$ cat config.mk
export PLATFORM = sky130hd
export DESIGN_NAME = om_sync
export DESIGN_NICKNAME = d
export VERILOG_FILES = /design/src/rtl/om_sync.sv
export SDC_FILE = /design/constraint.sdc
export NUM_CORES = 1
export LEC_CHECK = 0
export ABC_AREA = 1
export ABC_CLOCK_PERIOD_IN_PS = 2600
export BUFFER_PORTS_ARGS = -buffer_cell sky130_fd_sc_hd__buf_2
export CAP_MARGIN = 40
export CORE_MARGIN = 2
export CORE_UTILIZATION = 60
export CTS_CLUSTER_DIAMETER = 60
export DETAILED_ROUTE_END_ITERATION = 6
export PLACE_DENSITY = 0.83
export REMOVE_ABC_BUFFERS = 1
export SLEW_MARGIN = 20
export SYNTH_ARGS = -nofsm -noshare
export SYNTH_HDL_FRONTEND = slang
export SYNTH_SLANG_ARGS = --single-unit
$ cat constraint.sdc
create_clock -name clk -period 2.6 [get_ports clk]
set_input_delay 0.13 -clock clk [delete_from_list [all_inputs] [get_ports clk]]
set_output_delay 0.13 -clock clk [all_outputs]
set_load 0.01 [all_outputs]
$ cat src/rtl/om_sync.sv
// om_sync: clocked SDM-Clos output module. Wormhole switch from MN CM links to NN output ports, each with a 2-entry FIFO.
//   clk, rst        : clock, synchronous active-high reset
//   di_i/di_eof_i   : per-input flit data ([i*DW +: DW]) and end-of-packet flag
//   di_dec_i        : per-input one-hot output select ([i*NN +: NN])
//   di_vld_i/di_rdy_o : per-input handshake
//   do_o/do_eof_o   : per-output FIFO head data ([j*DW +: DW]) and end-of-packet flag
//   do_vld_o/do_rdy_i : per-output handshake
module om_sync #(
    parameter int MN = 2,
    parameter int NN = 2,
    parameter int DW = 8
) (
    input  logic             clk,
    input  logic             rst,
    input  logic [MN*DW-1:0] di_i,
    input  logic [MN-1:0]    di_eof_i,
    input  logic [MN*NN-1:0] di_dec_i,
    input  logic [MN-1:0]    di_vld_i,
    output logic [MN-1:0]    di_rdy_o,
    output logic [NN*DW-1:0] do_o,
    output logic [NN-1:0]    do_eof_o,
    output logic [NN-1:0]    do_vld_o,
    input  logic [NN-1:0]    do_rdy_i
);
    localparam int IW = (MN > 1) ? $clog2(MN) : 1;
    typedef enum logic {IDLE, LOCKED} state_e;
    logic [NN-1:0][MN-1:0] req;
    logic [MN-1:0][NN-1:0] acc;
    logic [MN-1:0]         oh;
    for (genvar i = 0; i < MN; i++) begin : g_in
        logic [NN-1:0] dec;
        assign dec = di_dec_i[i*NN +: NN];
        // zero or multi-hot directions request nothing, so such a flit stalls
        assign oh[i] = (dec != '0) && ((dec & (dec - NN'(1))) == '0);
        for (genvar j = 0; j < NN; j++) begin : g_req
            assign req[j][i] = di_vld_i[i] & oh[i] & dec[j];
        end
        assign di_rdy_o[i] = ~rst & (|acc[i]);
    end
    for (genvar j = 0; j < NN; j++) begin : g_out
        state_e        state_q, state_d;
        logic [IW-1:0] owner_q, owner_d, ptr_q, ptr_d, sel, idx;
        logic [IW:0]   tt;
        logic [DW:0]   mem_q [2];
        logic          wr_q, rd_q;
        logic [1:0]    cnt_q, cnt_d;
        logic [MN-1:0] gnt;
        logic          any, full, push, pop, eof_in;
        logic [DW-1:0] dat_in;
        always_comb begin
            any = 1'b0;
            sel = ptr_q;
            tt = '0;
            idx = '0;
            // round-robin scan starting at ptr, wrapping modulo MN
            for (int k = 0; k < MN; k++) begin
                tt = {1'b0, ptr_q} + (IW+1)'(k);
                if (tt >= (IW+1)'(MN))
                    tt = tt - (IW+1)'(MN);
                idx = tt[IW-1:0];
                if (!any && req[j][idx]) begin
                    any = 1'b1;
                    sel = idx;
                end
            end
            if (state_q == LOCKED) begin
                sel = owner_q;
                any = req[j][owner_q];
            end
            gnt = '0;
            gnt[sel] = any;
            full = (cnt_q == 2'd2);
            push = any & ~full;
            pop = (cnt_q != 2'd0) & do_rdy_i[j];
            eof_in = di_eof_i[sel];
            dat_in = di_i[sel*DW +: DW];
            cnt_d = cnt_q + 2'(push) - 2'(pop);
            state_d = state_q;
            owner_d = owner_q;
            ptr_d = ptr_q;
            if (push) begin
                state_d = eof_in ? IDLE : LOCKED;
                owner_d = sel;
                if (state_q == IDLE)
                    ptr_d = (sel == IW'(MN-1)) ? '0 : sel + IW'(1);
            end
        end
        for (genvar i = 0; i < MN; i++) begin : g_acc
            assign acc[i][j] = gnt[i] & ~full;
        end
        always_ff @(posedge clk) begin
            if (rst) begin
                state_q <= IDLE;
                owner_q <= '0;
                ptr_q <= '0;
                cnt_q <= '0;
                wr_q <= 1'b0;
                rd_q <= 1'b0;
                mem_q[0] <= '0;
                mem_q[1] <= '0;
            end else begin
                state_q <= state_d;
                owner_q <= owner_d;
                ptr_q <= ptr_d;
                cnt_q <= cnt_d;
                if (push) begin
                    mem_q[wr_q] <= {eof_in, dat_in};
                    wr_q <= ~wr_q;
                end
                if (pop)
                    rd_q <= ~rd_q;
            end
        end
        assign do_o[j*DW +: DW] = mem_q[rd_q][DW-1:0];
        assign do_eof_o[j] = mem_q[rd_q][DW];
        assign do_vld_o[j] = ~rst & (cnt_q != 2'd0);
    end
endmodule

==> summary.txt, run 1 <==
Status
  • Status: finished clean

Floorplanning
  • Initial core utilization: 62.30%
  • Core area: 0.004354 mm2
  • Row Count: 24
  • Chip Width: 71.24 um
  • Die area: 0.005075 mm2
  • # IOs: 50
  • DIE HEIGHT: 71.24 um

Worst setup path
  • Worst Path Required: 2.47 ns
  • R2R cell count: 10
  • R2R Path Start: g_out[0].state_q
  • Setup CP Type: register to output pin
  • Crit end category: output pin
  • Cell Chain, Critical Path: nand2_1 > nand4_1 > nand2_1 > nand2_2 > nand2_1 > a21oi_1 > buf_2
  • Slowest stage delay, CP: 0.40 ns
  • CP startpoint kind: register
  • Arr. time, crit path: 1.77 ns
  • Worst-path fanout max: 20
  • CP Launch Point: g_out[0].owner_q
  • Slowest-stage cell, CP: dfxtp_1
  • Most common cell on crit path: nand2_1

Timing
  • Min cycle time layout: 1.898 ns
  • Clock Skew: 0.01045 ns
  • Final worst slack: 0.7018 ns
  • Final Hold Vio Count: 0
  • Normalized max-slew margin: 70.89%
  • Highest clock rate: 526.8 MHz
  • Period utilization: 73.01%
  • RSZ-0062 raised after global routing: false
  • Pins Over Slew Limit: 0
  • Worst slew pin tran: 0.4361 ns
  • TNS Setup: 0 ns
  • Final setup fails: 0

Finish
  • N_diodes: 0
  • Fin util: 70.80%
  • Share of cells above drive strength 1: 35.47%
  • Fin cells: 379
  • Fill cells: 328
  • Synthesis-to-finish area growth: 13.65%
  • Nets: 358

Synthesis
  • Syn Inst Count: 279
  • Dominant cell type by area after synthesis: edfxtp_1
  • Most frequent cell after synthesis: nor2_1
  • EDFF count, synth: 36
  • FF+latch count, synth: 52
  • Most frequently used flop master after synthesis: edfxtp_1
  • Distinct cells, synth: 26
  • Synth Area per Inst: 9.723 um2
  • Async SR Flop Fraction: 0%
  • Seq/Total Area, Yosys: 51.66%
  • Synth top cells by count: nor2_1, edfxtp_1, nand2_1, inv_1, mux2_2
  • Synth area leaders: edfxtp_1, dfxtp_1, mux2_2
  • Post-synthesis cell area: 0.002713 mm2
  • Synthesis Warnings: 0
  • Top-area cell type share of the netlist area: 39.85%

Placement
  • Port-buffer cells: 49
  • Gpl congestion: 0.8804
  • Placed Cells: 371
  • Hpwl dp: 3757 um
  • Pre-CTS worst setup slack: 0.8196 ns

Global route
  • Total GRT Usage: 20.72%
  • Largest net degree at the start of global routing: 21
  • Gr ovfl total: 0
  • Initial antenna violation count: 0
  • First-pass GRT wire length: 8176 um
  • Via count of the first global-routing pass: 1787

Job
  • Max Cap Viol: 0

Routing
  • DR vias: 1975
  • Routed WL per cell: 13.18 um
  • DR DRC count: 0
  • WL final: 4997 um
  • DR vias/cell: 5.211
  • Routed Antenna Nets: 0
  • First-pass DRT Iterations: 4
  • Initial DRC Count: 160

Clocking
  • Root Buffer: clkbuf_8
  • CTS tree: yes
  • CTS buffer count: 5
  • Post-CTS Setup Inserts: 0
  • CTS Buffer Depth: 2
  • Num Clock Sinks: 52
  • Hold-fix buffers, CTS: 0
  • H-tree depth: 2
  • Worst-Skew Late Latency: 0.30 ns
  • Post-CTS resize count: 0
  • Clk slew on worst S/H paths: 0.09 ns

Hold path
  • Hold Crit Depth: 2
  • Worst hold path class: primary input to register
  • Hold path start: rst

Power and ir drop
  • Peak VDD IR: 0.5915 mV
  • PwrDens: 797.0 mW/mm2
  • Leakage: 1.422 nW
## metal layers
metal  part of all wire, %  global-route usage (%)  up-vias
li1                      -                       -     1008
met2                    47                   32.92       84
met3                   6.6                   4.923        6
met5                     0                       0        -
met1                    46                   28.86      877
met4                  0.68                   5.660        0
## layout by cell type (no fill, tap or decap)
master / synthesis / final
nand4_1: 2 / 2
o21ai_2: 10 / 10
a21oi_1: 16 / 16
edfxtp_1: 36 / 36
inv_2: 3 / 3
nand2_1: 33 / 33
nand2_2: 5 / 5
inv_1: 31 / 31
nand3_1: 11 / 11
bufinv_16: 0 / 2
nor2_2: 12 / 12
nor3b_1: 1 / 1
clkbuf_1: 3 / 1
xor2_1: 2 / 2
o21bai_4: 1 / 1
o21ai_0: 8 / 8
clkbuf_8: 0 / 5
mux2_2: 18 / 18
a21oi_2: 4 / 4
nand3_2: 1 / 1
nor2_1: 50 / 50
nor2_4: 3 / 3
ha_1: 4 / 4
buf_2: 1 / 49
nand3b_4: 1 / 1
dfxtp_1: 16 / 16
nand2_4: 2 / 2
## final timing paths
path | slack, ns | to
worst max register to register | 0.80 | g_out[0].cnt_q[1]
worst min register to register | 0.46 | g_out[0].rd_q
worst max-delay path | 0.70 | di_rdy_o[1]
worst min-delay path | 0.17 | g_out[1].cnt_q[0]
## flip-flops by register name, summed over array words and instances, names as in the netlist, named ones only
signal         count
g_out.cnt_q        4
g_out.rd_q         2
g_out.ptr_q        2
g_out.wr_q         2
g_out.mem_q       36
g_out.state_q      2
g_out.owner_q      2
## cell type report
cell class,count,area [um2],share of cell area (%)
Clock buffer,6,72.57,2.354
Clock inverter,2,60.06,1.948
Inverter,34,127.6,4.140
Multi-Input combinational cell,184,1111,36.04
Sequential cell,52,1401,45.45
Tap cell,52,65.06,2.110
Timing Repair Buffer,49,245.2,7.955
## worst max-delay path: cells and delay by family, from the launching register on
kind	cells	cell delay, ns
flops	1	0.40
compound gates	1	0.16
simple gates	5	0.76
buf+inv	1	0.14
## cells by family (layout without fill, tap and decap cells)
| logic type | count (synthesis) | in the layout | synth area share (%) |
|---|---|---|---|
| XOR/XNOR | 2 | 2 | 0.6459 |
| multiplexers | 18 | 18 | 7.472 |
| adder cells (fa/ha/maj) | 4 | 4 | 1.845 |
| AO/OA/AOI/OAI | 39 | 39 | 9.640 |
| AND/OR/NAND/NOR | 121 | 121 | 21.36 |
| flip-flops | 52 | 52 | 51.66 |
| buffers and inverters | 43 | 91 | 7.380 |
## power breakdown
group | switching, mW | internal [mW]
logic | 0.419 | 0.299
registers | 0.0952 | 1.00
clock network | 0.256 | 0.385
total | 0.771 | 1.69
## through the flow
step	power [mW]	area, um2	hold slack, ns
finish	2.457	3083	0.1715
CTS	2.476	3083	0.1553
global route	2.609	3083	0.1798
global placement	1.813	2950	0.4400
detailed placement	1.831	2950	0.4461
floorplan	1.620	2640	0.1991
Power figures use the tool's default switching activity.
==> run 2: changes to the inputs <==
--- a/config.mk
+++ b/config.mk
@@ -6,14 +6,14 @@
 export NUM_CORES = 1
 export LEC_CHECK = 0
 export ABC_AREA = 1
-export ABC_CLOCK_PERIOD_IN_PS = 2600
+export ABC_CLOCK_PERIOD_IN_PS = 1900
 export BUFFER_PORTS_ARGS = -buffer_cell sky130_fd_sc_hd__buf_2
 export CAP_MARGIN = 40
 export CORE_MARGIN = 2
-export CORE_UTILIZATION = 60
+export CORE_UTILIZATION = 55
 export CTS_CLUSTER_DIAMETER = 60
 export DETAILED_ROUTE_END_ITERATION = 6
-export PLACE_DENSITY = 0.83
+export PLACE_DENSITY = 0.77
 export REMOVE_ABC_BUFFERS = 1
 export SLEW_MARGIN = 20
 export SYNTH_ARGS = -nofsm -noshare
==> constraint.sdc (replaced) <==
create_clock -name clk -period 1.9 [get_ports clk]
set_input_delay 0.095 -clock clk [delete_from_list [all_inputs] [get_ports clk]]
set_output_delay 0.095 -clock clk [all_outputs]
set_load 0.01 [all_outputs]
==> summary.txt, run 2 (same netlist as run 1, synthesis figures left out) <==
Power and ir drop
  • PwrDens: 1001 mW/mm2 (was 797.0 mW/mm2)
  • Sw Ratio: 32.86% (was 31.37%)
  • Leakage: 1.452 nW (was 1.422 nW)
  • Sw Pwr: 1.035 mW (was 770.8 uW)
  • Share of power burned in registers: 47.7% (was 44.7%)
  • Peak VDD IR: 0.6380 mV (was 0.5915 mV)
  • Clk network pwr share: 19.7% (was 26.1%)
  • Combinational Power Share: 32.5% (was 29.3%)
  • Internal: 2.116 mW (was 1.686 mW)

Worst setup path
  • Worst Path Required: 1.80 ns (was 2.47 ns)
  • Slowest-stage cell, CP: dfxtp_1 (unchanged)
  • Slowest stage delay, CP: 0.35 ns (was 0.40 ns)
  • Register-to-register setup slack: 0.13 ns (was 0.80 ns)
  • Crit end category: output pin (unchanged)
  • Cell Chain, Critical Path: nand2_1 > nand4_1 > o21ai_2 > nand2_4 > buf_4 > inv_2 > nand2_1 > a21oi_1 > buf_2 (was nand2_1 > nand4_1 > nand2_1 > nand2_2 > nand2_1 > a21oi_1 > buf_2)
  • Worst-path fanout max: 5 (was 20)
  • Arr. time, crit path: 1.68 ns (was 1.77 ns)
  • Setup CP Type: register to output pin (unchanged)
  • Most common cell on crit path: nand2_1 (unchanged)
  • R2R Path Start: g_out[0].state_q (unchanged)
  • R2R cell count: 10 (unchanged)
  • Critical R2R Capture: g_out[0].cnt_q[1] (unchanged)
  • CP startpoint kind: register (unchanged)

Finish
  • Most common cell after layout, fill and taps aside: nor2_1 (unchanged)
  • Fin area: 0.003148 mm2 (was 0.003083 mm2)
  • Largest registers: g_out.mem_q: 36 flops, g_out.cnt_q: 4 flops (unchanged)
  • Share of cells above drive strength 1: 37.57% (was 35.47%)
  • Largest Register: g_out.mem_q (unchanged)
  • Most frequent cells in the layout: nor2_1, buf_2, edfxtp_1 (unchanged)
  • Fin util: 66.21% (was 70.80%)
  • Synthesis-to-finish area growth: 16.05% (was 13.65%)
  • Fill cells: 412 (was 328)
  • Nets: 369 (was 358)
  • N_diodes: 0 (unchanged)
  • Max reg flops: 36 (unchanged)

Timing
  • Final setup fails: 0 (unchanged)
  • Normalized max-slew margin: 69.87% (was 70.89%)
  • Min cycle time layout: 1.776 ns
  • Final worst slack: 0.1244 ns (was 0.7018 ns)
  • Final Hold Vio Count: 0 (unchanged)
  • Clock Skew: 0.007443 ns (was 0.01045 ns)
  • TNS Setup: 0 ns (unchanged)
  • Pins Over Slew Limit: 0 (unchanged)
  • Period utilization: 93.45%
  • Highest clock rate: 563.2 MHz
  • Worst slew pin tran: 0.4514 ns (was 0.4361 ns)

Hold path
  • Hold path endpoint: g_out[1].mem_q[0][3] (was g_out[1].cnt_q[0])
  • Hold Crit Depth: 3 (was 2)
  • Worst hold path class: primary input to register (unchanged)
  • Hold path start: di_i[11] (was rst)

Floorplanning
  • Die area: 0.005510 mm2 (was 0.005075 mm2)
  • DIE HEIGHT: 74.23 um (was 71.24 um)
  • Core area: 0.004755 mm2 (was 0.004354 mm2)
  • # IOs: 50 (unchanged)
  • Chip Width: 74.23 um (was 71.24 um)
  • Row Count: 25 (was 24)
  • Initial core utilization: 57.05% (was 62.30%)

Placement
  • Port-buffer cells: 49 (unchanged)
  • Gpl congestion: 0.8855 (was 0.8804)
  • Post-DP Area: 0.003007 mm2 (was 0.002950 mm2)
  • Pre-CTS worst setup slack: 0.1407 ns (was 0.8196 ns)
  • Hpwl dp: 3634 um (was 3757 um)

Clocking
  • CTS buffer count: 5 (unchanged)
  • Root Buffer: clkbuf_8 (unchanged)
  • Hold-fix buffers, CTS: 0 (unchanged)
  • CTS Buffer Depth: 2 (unchanged)
  • CTS tree: yes (unchanged)
  • Clk slew on worst S/H paths: 0.09 ns (about the same)
  • Worst-Skew Late Latency: 0.30 ns (about the same)
  • H-tree depth: 2 (unchanged)
  • Num Clock Sinks: 52 (unchanged)

Global route
  • Gr ovfl total: 0 (unchanged)
  • First-pass GRT wire length: 7824 um (was 8176 um)
  • Via count of the first global-routing pass: 1807 (was 1787)
  • Total GRT Usage: 18.85% (was 20.72%)
  • Largest net degree at the start of global routing: 21 (unchanged)
  • Initial antenna violation count: 0 (unchanged)

Routing
  • DR vias/cell: 4.946 (was 5.211)
  • Routed WL per cell: 12.24 um (was 13.18 um)
  • Routed Antenna Nets: 0 (unchanged)
  • DR vias: 2003 (was 1975)
  • Initial DRC Count: 89 (was 160)
  • DR DRC count: 0 (unchanged)
  • First-pass DRT Iterations: 4 (unchanged)
  • WL final: 4957 um (was 4997 um)

Job
  • Max Cap Viol: 0 (unchanged)

Status
  • Status: finished clean (unchanged)
==> run 2: cell count changes in the layout (fill, tap and decap cells not counted), sizes merged <==
cell / previous run / this run
clkbuf: 6 / 7
buf: 49 / 60
bufinv: 2 / 0
clkinv: 0 / 1
==> run 2: critical path: cells and delay by family, from the launching register on <==
kind	cells	cell delay (ns)
buffers and inverters	3	0.35
AOI/OAI and AO/OA	2	0.28
and+or+nand+nor	4	0.41
DFF	1	0.35
==> run 2: per-layer routing <==
metal	vias up	wire, um	global-route usage [%]
li1	1032	-	-
met1	905	2320	24.60
met2	59	2313	31.35
met3	7	271	4.336
met4	0	52	6.151
met5	-	0	0
==> run 2: power groups by stage <==
stage	Combinational (mW)	Sequential (mW)	Clock (mW)
3_5_place_dp	0.985	1.53	0
2_1_floorplan	0.726	1.49	0
6_report	1.02	1.50	0.622
5_1_grt	1.18	1.52	0.671
3_3_place_gp	0.971	1.52	0
4_1_cts	0.991	1.50	0.639
==> run 2: what timing repair did <==
item	CTS	global route
endpoints found under the setup margin	0	4
buffers inserted	0	6
gates resized for setup	0	3
==> run 2: cell type report <==
| type | count | area [um2] | share of cell area, % |
|---|---|---|---|
| clock buffers | 7 | 86.33 | 2.742 |
| repair buffers | 60 | 327.8 | 10.41 |
| inverters | 34 | 127.6 | 4.054 |
| clock inverters | 1 | 3.754 | 0.1192 |
| flip-flops and latches | 52 | 1403 | 44.55 |
| well taps | 67 | 83.83 | 2.663 |
| multi-input cells | 184 | 1116 | 35.45 |
==> run 2: through the flow <==
step	total power, mW	instances	hold WS, ns
2_1_floorplan	2.217	270	0.1641
4_1_cts	3.132	399	0.1395
5_1_grt	3.372	405	0.1587
3_5_place_dp	2.513	391	0.4454
3_3_place_gp	2.492	391	0.4374
6_report	3.151	405	0.1456
==> run 2: worst max path at each step <==
stage	from	end
finish	g_out[0].state_q	di_rdy_o[1]
global placement	g_out[1].state_q	g_out[1].cnt_q[1]
global route	g_out[0].ptr_q	di_rdy_o[1]
detailed placement	g_out[1].state_q	g_out[1].cnt_q[1]
CTS	g_out[0].owner_q	di_rdy_o[1]
floorplan	g_out[1].state_q	g_out[1].cnt_q[1]
